## src/rtl/simple_add_example_lane_adder_if.sv

```systemverilog
// AXI4-Stream bundle used on both sides of the lane adder.
interface simple_add_example_lane_adder_if #(
  parameter int DATA_WIDTH = 128
) ();
  logic                    tvalid;
  logic                    tready;
  logic [DATA_WIDTH-1:0]   tdata;
  logic [DATA_WIDTH/8-1:0] tkeep;
  logic                    tlast;

  modport master (output tvalid, output tdata, output tkeep, output tlast, input tready);
  modport slave  (input tvalid, input tdata, input tkeep, input tlast, output tready);
endinterface

```

## src/rtl/simple_add_example_lane_adder.sv

```systemverilog
// Adds a run-time constant to every lane of a packed number stream; the output is
// a main register plus a skid register so both handshake outputs are registered.
module simple_add_example_lane_adder #(
  parameter int C_AXIS_TDATA_WIDTH = 128,
  parameter int C_NUMBER_BIT_WIDTH = 32,
  parameter int C_BEAT_COUNT_WIDTH = 32
) (
  input  logic                          aclk,
  input  logic                          areset,
  input  logic                          ap_start,
  output logic                          ap_done,
  output logic                          ap_idle,
  input  logic [C_NUMBER_BIT_WIDTH-1:0] ctrl_constant,
  simple_add_example_lane_adder_if.slave  s_axis,
  simple_add_example_lane_adder_if.master m_axis,
  output logic [C_BEAT_COUNT_WIDTH-1:0] beats_out
);
  localparam int LANES      = C_AXIS_TDATA_WIDTH / C_NUMBER_BIT_WIDTH;
  localparam int KEEP_WIDTH = C_AXIS_TDATA_WIDTH / 8;

  typedef enum logic [1:0] {IDLE, RUN, DONE} state_t;

  state_t                          state_reg, state_next;
  logic                            start_reg;
  logic [C_NUMBER_BIT_WIDTH-1:0]   constant_reg, constant_next;
  logic [C_BEAT_COUNT_WIDTH-1:0]   beats_reg, beats_next;
  logic                            last_in_reg, last_in_next;
  logic                            ready_reg, ready_next;
  logic                            done_reg, done_next;
  logic                            idle_reg, idle_next;
  logic                            main_valid_reg, main_valid_next;
  logic [C_AXIS_TDATA_WIDTH-1:0]   main_data_reg, main_data_next;
  logic [KEEP_WIDTH-1:0]           main_keep_reg, main_keep_next;
  logic                            main_last_reg, main_last_next;
  logic                            skid_valid_reg, skid_valid_next;
  logic [C_AXIS_TDATA_WIDTH-1:0]   skid_data_reg, skid_data_next;
  logic [KEEP_WIDTH-1:0]           skid_keep_reg, skid_keep_next;
  logic                            skid_last_reg, skid_last_next;
  logic [C_AXIS_TDATA_WIDTH-1:0]   sum;
  logic                            go, in_xfer, out_xfer;

  // Lanes are added independently so carries never cross a lane boundary.
  generate
    for (genvar gi = 0; gi < LANES; gi++) begin : g_lane
      assign sum[gi*C_NUMBER_BIT_WIDTH +: C_NUMBER_BIT_WIDTH] =
        s_axis.tdata[gi*C_NUMBER_BIT_WIDTH +: C_NUMBER_BIT_WIDTH] + constant_reg;
    end
  endgenerate

  assign go       = ap_start & ~start_reg;
  assign in_xfer  = s_axis.tvalid & ready_reg;
  assign out_xfer = main_valid_reg & m_axis.tready;

  always_comb begin
    state_next      = state_reg;
    constant_next   = constant_reg;
    beats_next      = beats_reg;
    last_in_next    = last_in_reg;
    main_valid_next = main_valid_reg;
    main_data_next  = main_data_reg;
    main_keep_next  = main_keep_reg;
    main_last_next  = main_last_reg;
    skid_valid_next = skid_valid_reg;
    skid_data_next  = skid_data_reg;
    skid_keep_next  = skid_keep_reg;
    skid_last_next  = skid_last_reg;

    case (state_reg)
      IDLE: if (go) begin
        state_next    = RUN;
        constant_next = ctrl_constant;
        beats_next    = '0;
        last_in_next  = 1'b0;
      end
      RUN: if (out_xfer) begin
        beats_next = beats_reg + C_BEAT_COUNT_WIDTH'(1);
        if (main_last_reg) state_next = DONE;
      end
      default: state_next = IDLE;
    endcase

    if (in_xfer && s_axis.tlast) last_in_next = 1'b1;

    // Main is free when empty or draining; skid always has priority to refill it.
    if (out_xfer || !main_valid_reg) begin
      if (skid_valid_reg) begin
        main_valid_next = 1'b1;
        main_data_next  = skid_data_reg;
        main_keep_next  = skid_keep_reg;
        main_last_next  = skid_last_reg;
        skid_valid_next = 1'b0;
      end else if (in_xfer) begin
        main_valid_next = 1'b1;
        main_data_next  = sum;
        main_keep_next  = s_axis.tkeep;
        main_last_next  = s_axis.tlast;
      end else begin
        main_valid_next = 1'b0;
      end
    end else if (in_xfer) begin
      skid_valid_next = 1'b1;
      skid_data_next  = sum;
      skid_keep_next  = s_axis.tkeep;
      skid_last_next  = s_axis.tlast;
    end

    ready_next = (state_next == RUN) && !skid_valid_next && !last_in_next;
    done_next  = (state_next == DONE);
    idle_next  = (state_next == IDLE);
  end

  always_ff @(posedge aclk or posedge areset) begin
    if (areset) begin
      state_reg      <= IDLE;
      start_reg      <= 1'b0;
      constant_reg   <= '0;
      beats_reg      <= '0;
      last_in_reg    <= 1'b0;
      ready_reg      <= 1'b0;
      done_reg       <= 1'b0;
      idle_reg       <= 1'b1;
      main_valid_reg <= 1'b0;
      main_data_reg  <= '0;
      main_keep_reg  <= '0;
      main_last_reg  <= 1'b0;
      skid_valid_reg <= 1'b0;
      skid_data_reg  <= '0;
      skid_keep_reg  <= '0;
      skid_last_reg  <= 1'b0;
    end else begin
      state_reg      <= state_next;
      start_reg      <= ap_start;
      constant_reg   <= constant_next;
      beats_reg      <= beats_next;
      last_in_reg    <= last_in_next;
      ready_reg      <= ready_next;
      done_reg       <= done_next;
      idle_reg       <= idle_next;
      main_valid_reg <= main_valid_next;
      main_data_reg  <= main_data_next;
      main_keep_reg  <= main_keep_next;
      main_last_reg  <= main_last_next;
      skid_valid_reg <= skid_valid_next;
      skid_data_reg  <= skid_data_next;
      skid_keep_reg  <= skid_keep_next;
      skid_last_reg  <= skid_last_next;
    end
  end

  assign s_axis.tready = ready_reg;
  assign m_axis.tvalid = main_valid_reg;
  assign m_axis.tdata  = main_data_reg;
  assign m_axis.tkeep  = main_keep_reg;
  assign m_axis.tlast  = main_last_reg;
  assign ap_done       = done_reg;
  assign ap_idle       = idle_reg;
  assign beats_out     = beats_reg;
endmodule

```

## src/flat_wrapper.sv

```systemverilog
// flat-port wrapper written by rule: the top's interface ports become plain ports
module simple_add_example_lane_adder_flat 
#(
  parameter int C_AXIS_TDATA_WIDTH = 128,
  parameter int C_NUMBER_BIT_WIDTH = 32,
  parameter int C_BEAT_COUNT_WIDTH = 32
)
  (aclk, areset, ap_start, ap_done, ap_idle, ctrl_constant, beats_out, s_axis_tvalid, s_axis_tdata, s_axis_tkeep, s_axis_tlast, s_axis_tready, m_axis_tvalid, m_axis_tdata, m_axis_tkeep, m_axis_tlast, m_axis_tready);
  simple_add_example_lane_adder_if #(.DATA_WIDTH(128)) s_axis_i ();
  simple_add_example_lane_adder_if #(.DATA_WIDTH(128)) m_axis_i ();
  input  logic aclk;
  input  logic areset;
  input  logic ap_start;
  output logic ap_done;
  output logic ap_idle;
  input  logic [C_NUMBER_BIT_WIDTH-1:0] ctrl_constant;
  output logic [C_BEAT_COUNT_WIDTH-1:0] beats_out;
  input wire logic [$bits(s_axis_i.tvalid)-1:0] s_axis_tvalid;
  input wire logic [$bits(s_axis_i.tdata)-1:0] s_axis_tdata;
  input wire logic [$bits(s_axis_i.tkeep)-1:0] s_axis_tkeep;
  input wire logic [$bits(s_axis_i.tlast)-1:0] s_axis_tlast;
  output wire logic [$bits(s_axis_i.tready)-1:0] s_axis_tready;
  output wire logic [$bits(m_axis_i.tvalid)-1:0] m_axis_tvalid;
  output wire logic [$bits(m_axis_i.tdata)-1:0] m_axis_tdata;
  output wire logic [$bits(m_axis_i.tkeep)-1:0] m_axis_tkeep;
  output wire logic [$bits(m_axis_i.tlast)-1:0] m_axis_tlast;
  input wire logic [$bits(m_axis_i.tready)-1:0] m_axis_tready;
  assign s_axis_i.tvalid = s_axis_tvalid;
  assign s_axis_i.tdata = s_axis_tdata;
  assign s_axis_i.tkeep = s_axis_tkeep;
  assign s_axis_i.tlast = s_axis_tlast;
  assign s_axis_tready = s_axis_i.tready;
  assign m_axis_tvalid = m_axis_i.tvalid;
  assign m_axis_tdata = m_axis_i.tdata;
  assign m_axis_tkeep = m_axis_i.tkeep;
  assign m_axis_tlast = m_axis_i.tlast;
  assign m_axis_i.tready = m_axis_tready;
  simple_add_example_lane_adder #(.C_AXIS_TDATA_WIDTH(C_AXIS_TDATA_WIDTH), .C_NUMBER_BIT_WIDTH(C_NUMBER_BIT_WIDTH), .C_BEAT_COUNT_WIDTH(C_BEAT_COUNT_WIDTH)) u_core (.aclk(aclk), .areset(areset), .ap_start(ap_start), .ap_done(ap_done), .ap_idle(ap_idle), .ctrl_constant(ctrl_constant), .s_axis(s_axis_i), .m_axis(m_axis_i), .beats_out(beats_out));
endmodule
```

## config.mk

```make
export PLATFORM = sky130hd
export DESIGN_NAME = simple_add_example_lane_adder_flat
export DESIGN_NICKNAME = d
export VERILOG_FILES = /design/src/rtl/simple_add_example_lane_adder_if.sv /design/src/rtl/simple_add_example_lane_adder.sv /design/src/flat_wrapper.sv
export SDC_FILE = /design/constraint.sdc
export NUM_CORES = 1
export LEC_CHECK = 0
export ABC_CLOCK_PERIOD_IN_PS = 32299
export BUFFER_PORTS_ARGS = -buffer_cell sky130_fd_sc_hd__buf_2
export CORE_UTILIZATION = 55
export DETAILED_ROUTE_END_ITERATION = 7
export HOLD_SLACK_MARGIN = 0.15
export PLACE_DENSITY_LB_ADDON = 0.3
export RECOVER_POWER = 100
export SETUP_SLACK_MARGIN = 0.1
export SKIP_LAST_GASP = 1
export SLEW_MARGIN = 20
export SYNTH_ARGS = -nofsm -noshare
export SYNTH_HDL_FRONTEND = slang
export SYNTH_SLANG_ARGS = --single-unit
```

## constraint.sdc

```tcl
create_clock -name aclk -period 32.3 [get_ports aclk]
set_input_delay 6.46 -clock aclk [delete_from_list [all_inputs] [get_ports aclk]]
set_output_delay 6.46 -clock aclk [all_outputs]
set_load 0.005 [all_outputs]
```

==> results of run 1 <==
[Yosys cell counts, types with 7 or more instances]
master | instances | area, um^2
buf_1 | 8 | 30.03
nor2_1 | 141 | 529.3
o21ai_0 | 295 | 1476
nand3_1 | 60 | 300.3
clkbuf_1 | 104 | 390.4
mux2i_1 | 42 | 420.4
or3_1 | 7 | 43.79
dfrtp_1 | 362 | 9059
nand2_1 | 301 | 1130
nand4_1 | 19 | 118.9
nor3_1 | 25 | 125.1
inv_1 | 43 | 161.4
o21bai_1 | 27 | 202.7
xnor2_1 | 63 | 551.8
a21o_1 | 41 | 307.8
o21a_1 | 31 | 232.7
and3_1 | 27 | 168.9
o21ai_1 | 13 | 65.06
a21oi_1 | 219 | 1096
a31oi_1 | 11 | 68.82
a211oi_1 | 11 | 82.58
xor2_1 | 85 | 744.5
nor2b_1 | 15 | 93.84
o211ai_1 | 20 | 150.1
mux2_2 | 64 | 720.7
nor3b_1 | 12 | 90.09
and2_1 | 11 | 68.82
ha_1 | 125 | 1564
and4_1 | 7 | 61.31
[cell families after synthesis]
family | share of synthesized area (%)
DFF | 43.20
muxes | 5.427
xor gates and xnor gates | 6.164
buffers and inverters | 2.814
AOI/OAI and AO/OA | 20.81
adders and majority gates | 7.819
and+or+nand+nor | 13.76
[routing by layer]
metal	GRT usage, %	wire length [um]	vias up
li1	-	-	8788
met1	42.75	26550	8851
met2	49.61	27850	709
met3	7.820	5737	167
met4	17.71	3404	4
met5	0	27	-
[power groups by stage]
stage          registers, mW  clock network [mW]  logic [mW]
2_1_floorplan          0.771                   0       0.942
3_3_place_gp           0.834                   0        1.26
3_5_place_dp           0.845                   0        1.29
4_1_cts                0.840               0.535        1.31
5_1_grt                0.865               0.551        1.46
6_report               0.848               0.527        1.30
[path summary, 6_finish.rpt]
| path | end | startpoint | cells past startpoint |
|---|---|---|---|
| max | u_core.skid_data_reg[118] | areset | 4 |
| max reg2reg | u_core.m_axis.tkeep[7] | u_core.m_axis.tvalid | 6 |
| min in group asynchronous | u_core.m_axis.tdata[38] | areset | 2 |
| max in group aclk | u_core.m_axis.tkeep[7] | m_axis_tready | 7 |
| min reg2reg | u_core.m_axis.tdata[99] | u_core.m_axis.tdata[99] | 2 |
| min | u_core.m_axis.tdata[99] | u_core.m_axis.tdata[99] | 2 |
[final cells by class]
cell class              count  area (um^2)
clock inverters            14        250.2
clock buffers              61         1296
well taps                 511        639.4
diodes                     19        47.55
multi-input cells        1768        11340
repair buffers            378         1722
flip-flops and latches    363         9089
fillers                  3291        13120
inverters                  43        162.7
[per-stage QoR]
stage          setup WS [ns]  instances
2_1_floorplan          15.77       2288
3_3_place_gp           22.70       3063
3_5_place_dp           22.67       3063
4_1_cts                23.24       3138
5_1_grt                14.97       3148
6_report               16.88       3157
[worst min-delay path, stage by stage (launching register included)]
cell and delay, ns:
dfrtp_1 0.34, nand2_1 0.04, o21ai_0 0.06
[layout by cell type, fill, tap and decap left out, types with 25 or more instances in the layout]
| cell type | Yosys | layout |
|---|---|---|
| mux2i_1 | 42 | 42 |
| dfrtp_1 | 362 | 361 |
| inv_1 | 43 | 42 |
| a21oi_1 | 219 | 220 |
| buf_2 | 1 | 233 |
| ha_1 | 125 | 125 |
| o21bai_1 | 27 | 27 |
| mux2_2 | 64 | 64 |
| and3_1 | 27 | 27 |
| xnor2_1 | 63 | 63 |
| nor2_1 | 141 | 140 |
| nand3_1 | 60 | 60 |
| xor2_1 | 85 | 85 |
| nor3_1 | 25 | 25 |
| nand2_1 | 301 | 301 |
| o21ai_0 | 295 | 302 |
| clkbuf_1 | 104 | 146 |
| clkbuf_16 | 0 | 45 |
| o21a_1 | 31 | 31 |
| a21o_1 | 41 | 41 |
==> flow_metrics.env, run 1 <==
export IMPL_slowest_delay_ns=3.17
export IMPL_finalWirelength_um=63570
export IMPL_slew_headroom_pct=-214.6
export IMPL_cts_setup_buffers=0
export IMPL_ys_seq_area_share_pct=43.20
export IMPL_routed_via_count=18520
export IMPL_die_h_um=197.5
export IMPL_critPathMaxFanout=91
export IMPL_clockPowerShare_pct=19.7
export IMPL_async_flop_share_pct=100.0
export IMPL_syn_cell_area_um2=21030
export IMPL_r2r_slack_ns=24.70
export IMPL_cp_cell_sequence="buf_2 -> clkinvlp_2 -> clkbuf_1 -> clkbuf_1"
export IMPL_intPower_mw=1.524
export IMPL_worstSetupPathType="input pin to asynchronous set/reset pin"
export IMPL_seq_power_share_pct=31.7
export IMPL_tightest_slew_ns=4.719
export IMPL_synth_nets=2599
export IMPL_period_minus_slack_ns=15.42
export IMPL_synth_edff_count=0
export IMPL_post_dp_hpwl_um=45270
export IMPL_cp_buffers_inverters=4
export IMPL_wl_per_cell_um=20.14
export IMPL_ys_ff_latch=363
export IMPL_drtPass1Iterations=8
export IMPL_rsz0062_at_grt="no"
export IMPL_ir_worst_vdd_mv=0.06132
export IMPL_finClkSkew_ns=0.01507
export IMPL_powerDensity_nw_per_um2=109.0
export IMPL_grt_pass1_vias=18070
export IMPL_core_area_um2=37670
export IMPL_cts_sinks=363
export IMPL_final_area_um2=24550
export IMPL_violations="capacitance limit, slew limit"
export IMPL_status="complete, but fails checks"
export IMPL_cp_common_cell="clkbuf_1"
export IMPL_power_frac_comb_pct=48.6
export IMPL_nets=2907
export IMPL_via_per_inst=5.866
export IMPL_grt_usage_pct=32.55
export IMPL_cts_buffer_depth=3
export IMPL_drive_gt1_share_pct=15.04
export IMPL_netSwitchingFraction_pct=43.00
export IMPL_p_switching_mw=1.150
export IMPL_drt_initial_drc_count=1094
export IMPL_whs_ns=0.4738
export IMPL_endpoint_kind="asynchronous set/reset pin"
export IMPL_die_x_um=197.5
export IMPL_max_freq_mhz=64.85
export IMPL_overflow=0
export IMPL_start_util_pct=55.83
export IMPL_syn_inst=2288
export IMPL_grt_max_degree=122
export IMPL_critPathArrivalTime_ns=15.08
export IMPL_io_pins=363
export IMPL_tns_ns=0
export IMPL_utilization_pct=65.17
export IMPL_worstSkewPairLatency_ns=0.56
export IMPL_area_growth_pct=16.73
export IMPL_setup_viol=0
export IMPL_postSynthAreaPerCell_um2=9.190
export IMPL_die_area_um2=39020
export IMPL_gp_congestion=0.9385
export IMPL_power_leakage_nw=11.38
export IMPL_antenna_found_initial=20
export IMPL_cts_clk_slew_worst_paths_ns=0.06
export IMPL_crit_slowest_cell="clkbuf_1"
export IMPL_fp_row_count=71
export IMPL_grt_pass1_wl_um=98490
export IMPL_drv_cap=15
export IMPL_worst_ep_required_time_ns=31.96
export IMPL_crit_family="buffers and inverters"
export IMPL_clockRootBuffer="clkbuf_16"
export IMPL_cts_hold_buf=0
export IMPL_ant_nets=0
export IMPL_hold_viol=0
export IMPL_cts_buffers=42
export IMPL_drc=0
export IMPL_detailed_place_area_um2=23210
export IMPL_yosys_warnings=0
export IMPL_numPortBuffers=362
export IMPL_htreeDepth=2
export IMPL_hold_path_class="register to register"
export IMPL_post_cts_resized=0
export IMPL_critPathLaunchType="input pin"
export IMPL_final_max_slew_viol_count=1000
export IMPL_cts_tree="built"
export IMPL_power_mw=2.675
export IMPL_fin_crit_sh_pct=47.74
export IMPL_ys_flop_type="dfrtp_1"
export IMPL_synth_distinct_cells=76
(Power assumes the default switching activity.)
==> run 2, diff against run 1 <==
--- a/config.mk
+++ b/config.mk
@@ -5,7 +5,8 @@
 export SDC_FILE = /design/constraint.sdc
 export NUM_CORES = 1
 export LEC_CHECK = 0
-export ABC_CLOCK_PERIOD_IN_PS = 32299
+export ABC_AREA = 1
+export ABC_CLOCK_PERIOD_IN_PS = 14640
 export BUFFER_PORTS_ARGS = -buffer_cell sky130_fd_sc_hd__buf_2
 export CORE_UTILIZATION = 55
 export DETAILED_ROUTE_END_ITERATION = 7
==> constraint.sdc (replaced) <==
create_clock -name aclk -period 14.64 [get_ports aclk]
set_input_delay 2.928 -clock aclk [delete_from_list [all_inputs] [get_ports aclk]]
set_output_delay 2.928 -clock aclk [all_outputs]
set_load 0.005 [all_outputs]
==> run 2 against run 1 <==
The flow still finishes with violations (capacitance limit, slew limit). Synthesized area increased by 19%. Routed wire length grew 23%. Register-to-register slack worse by 17 ns. Synthesized cell count increased by 71%. Sequential cell count is the same. Clock skew up 0.016 ns. Via count grew 36%. Non-clock buffer count fell by 5. Sequential power rose by 120%. Die area is 19% higher. Count of clock-buffer cells in the layout shrank 8. Largest cell class unchanged. Highest routed layer is now met4.
==> flow_metrics.env, run 2 <==
export IMPL_status="complete, but fails checks"
export IMPL_violations="capacitance limit, slew limit"
export IMPL_drt_initial_drc_count=2154
export IMPL_cts_tree="built"
export IMPL_synth_commonest_cells="nand2_1 (1684), inv_1 (564), dfrtp_1 (362), nor2_1 (335), nand3_1 (183)"
export IMPL_regArea_um2=9089
export IMPL_synthTopCellsByArea="dfrtp_1 (36%), nand2_1 (25%), inv_1 (8.5%)"
export IMPL_synth_distinct_cells=39
export IMPL_ir_worst_vdd_mv=0.1321
export IMPL_setup_viol=0
export IMPL_overflow=0
export IMPL_async_flop_share_pct=100.0
export IMPL_n_fill_cell=4230
export IMPL_cts_buffer_depth=3
export IMPL_worstSkewPairLatency_ns=0.60
export IMPL_period_minus_slack_ns=8.224
export IMPL_gp_congestion=0.9546
export IMPL_grt_pass1_wl_um=122300
export IMPL_synth_nets=4214
export IMPL_utilization_pct=63.82
export IMPL_post_cts_resized=0
export IMPL_synth_top_area_share_pct=36.16
export IMPL_slew_headroom_pct=-224.0
export IMPL_ant_nets=0
export IMPL_io_pins=363
export IMPL_critPathMaxFanout=124
export IMPL_yosys_warnings=0
export IMPL_final_max_slew_viol_count=420
export IMPL_crit_path_end="u_core.m_axis.tdata[107]"
export IMPL_hold_viol=0
export IMPL_fin_ws_ns=6.416
export IMPL_finClkSkew_ns=0.03063
export IMPL_numPortBuffers=362
export IMPL_rr_endpoint="u_core.m_axis.tdata[107]"
export IMPL_drtPass1Iterations=6
export IMPL_r2r_start="u_core.skid_valid_reg"
export IMPL_postSynthAreaPerCell_um2=6.418
export IMPL_die_area_um2=46400
export IMPL_start_util_pct=56.16
export IMPL_cts_hold_buf=0
export IMPL_final_cell_mix="nand2_1 (1687), inv_1 (564), dfrtp_1 (361)"
export IMPL_cts_setup_buffers=0
export IMPL_grt_max_degree=160
export IMPL_r2r_slack_ns=8.13
export IMPL_fp_row_count=77
export IMPL_grt_usage_pct=33.45
export IMPL_rsz0062_at_grt="no"
export IMPL_critPathArrivalTime_ns=8.68
export IMPL_cts_sinks=363
export IMPL_synth_edff_count=0
export IMPL_finalWirelength_um=78020
export IMPL_ys_ff_latch=363
export IMPL_critPathLaunchType="input pin"
export IMPL_post_place_ws_ns=9.168
export IMPL_worstSetupPathType="input pin to register"
export IMPL_syn_inst=3903
export IMPL_tns_ns=0
export IMPL_power_leakage_nw=16.80
export IMPL_synth_largest_area_cell="dfrtp_1"
export IMPL_slowest_delay_ns=3.06
export IMPL_routed_via_count=25110
export IMPL_hold_path_class="register to register"
export IMPL_drc=0
export IMPL_drv_cap=5
export IMPL_die_h_um=215.4
export IMPL_nets=4523
export IMPL_synth_most_common_cell="nand2_1"
export IMPL_cp_cell_sequence="buf_2 -> nand2_1 -> inv_1 -> nor2_1 -> inv_1 -> nand2_1 -> clkinvlp_2 -> buf_4 -> o21ai_0 -> a21o_1 -> nand2_1"
export IMPL_syn_cell_area_um2=25050
export IMPL_crit_slowest_cell="nand2_1"
export IMPL_die_x_um=215.4
export IMPL_clockRootBuffer="clkbuf_16"
export IMPL_cp_startpoint="s_axis_tvalid"
export IMPL_endpoint_kind="register"
export IMPL_antenna_found_initial=4
export IMPL_ys_seq_area_share_pct=36.27
export IMPL_post_dp_hpwl_um=59030
export IMPL_final_common_cell="nand2_1"
export IMPL_ys_flop_type="dfrtp_1"
export IMPL_wl_per_cell_um=16.13
export IMPL_fin_crit_sh_pct=56.17
export IMPL_area_growth_pct=13.65
export IMPL_multi_input_area_um2=13300
export IMPL_cp_common_cell="nand2_1"
export IMPL_core_area_um2=44610
export IMPL_rr_worst_depth=8
export IMPL_drive_gt1_share_pct=8.746
export IMPL_via_per_inst=5.189
export IMPL_powerDensity_nw_per_um2=220.9
export IMPL_cts_clk_slew_worst_paths_ns=0.06
export IMPL_tightest_slew_ns=4.860
export IMPL_grt_pass1_vias=23190
export IMPL_worst_ep_required_time_ns=15.09
export IMPL_cts_buffers=41
export IMPL_htreeDepth=2
export IMPL_max_freq_mhz=121.6
## run 2: layout make-up
type                       instances  area share, %
sequential                       363          31.93
timing repair buffer             373          6.281
clock buffer                      53          3.938
antenna                            4        0.03516
clock inverter                    20         0.9406
multi-input combinational       2862          46.72
tap                              592          2.602
inverter                         571          7.560
## run 2: worst min path at each step
stage,startpoint,endpoint,depth (start not counted),slack (ns)
finish,u_core.skid_keep_reg[1],u_core.skid_keep_reg[1],2,0.47
CTS,u_core.skid_data_reg[1],u_core.skid_data_reg[1],2,0.47
global route,u_core.m_axis.tdata[127],u_core.m_axis.tdata[127],2,0.49
floorplan,u_core.skid_data_reg[0],u_core.skid_data_reg[0],2,0.44
detailed placement,u_core.skid_data_reg[1],u_core.skid_data_reg[1],2,0.46
global placement,u_core.skid_data_reg[97],u_core.skid_data_reg[97],2,0.45
## run 2: cells by family after synthesis
logic type	after synthesis	synth area share, %
adder cells (fa/ha/maj)	129	6.563
AND/OR/NAND/NOR	2284	36.15
flip-flops	363	36.27
XOR/XNOR	63	2.203
AO/OA/AOI/OAI	386	8.347
buffers and inverters	678	10.47
## run 2: per-layer routing
metal  up-vias  GRT usage [%]  part of all wire, %
met5         -              0                    0
li1      12670              -                    -
met3       184          4.383                  6.8
met1     11360          45.79                   44
met4         0          15.56                  4.9
met2       894          52.77                   44
## run 2: critical path, delay by kind of cell
family / cells / cell delay, ns
buf+inv: 5 / 1.97
simple gates: 4 / 3.35
compound gates: 2 / 0.35
## run 2: per-stage QoR
stage / hold WS [ns] / power, mW / area, um^2 / std cells
floorplan: 0.4417 / 4.117 / 25050 / 3903
global placement: 0.4546 / 5.121 / 27260 / 4761
detailed placement: 0.4579 / 5.179 / 27260 / 4761
CTS: 0.4733 / 6.275 / 28650 / 4834
global route: 0.4922 / 6.844 / 28470 / 4838
finish: 0.4707 / 6.289 / 28470 / 4838
## run 2: power by group
group	total (mW)	internal, mW	switching (mW)
logic	3.33	1.21	2.13
clock network	1.07	0.619	0.450
registers	1.89	1.46	0.425
total	6.29	3.29	3.00
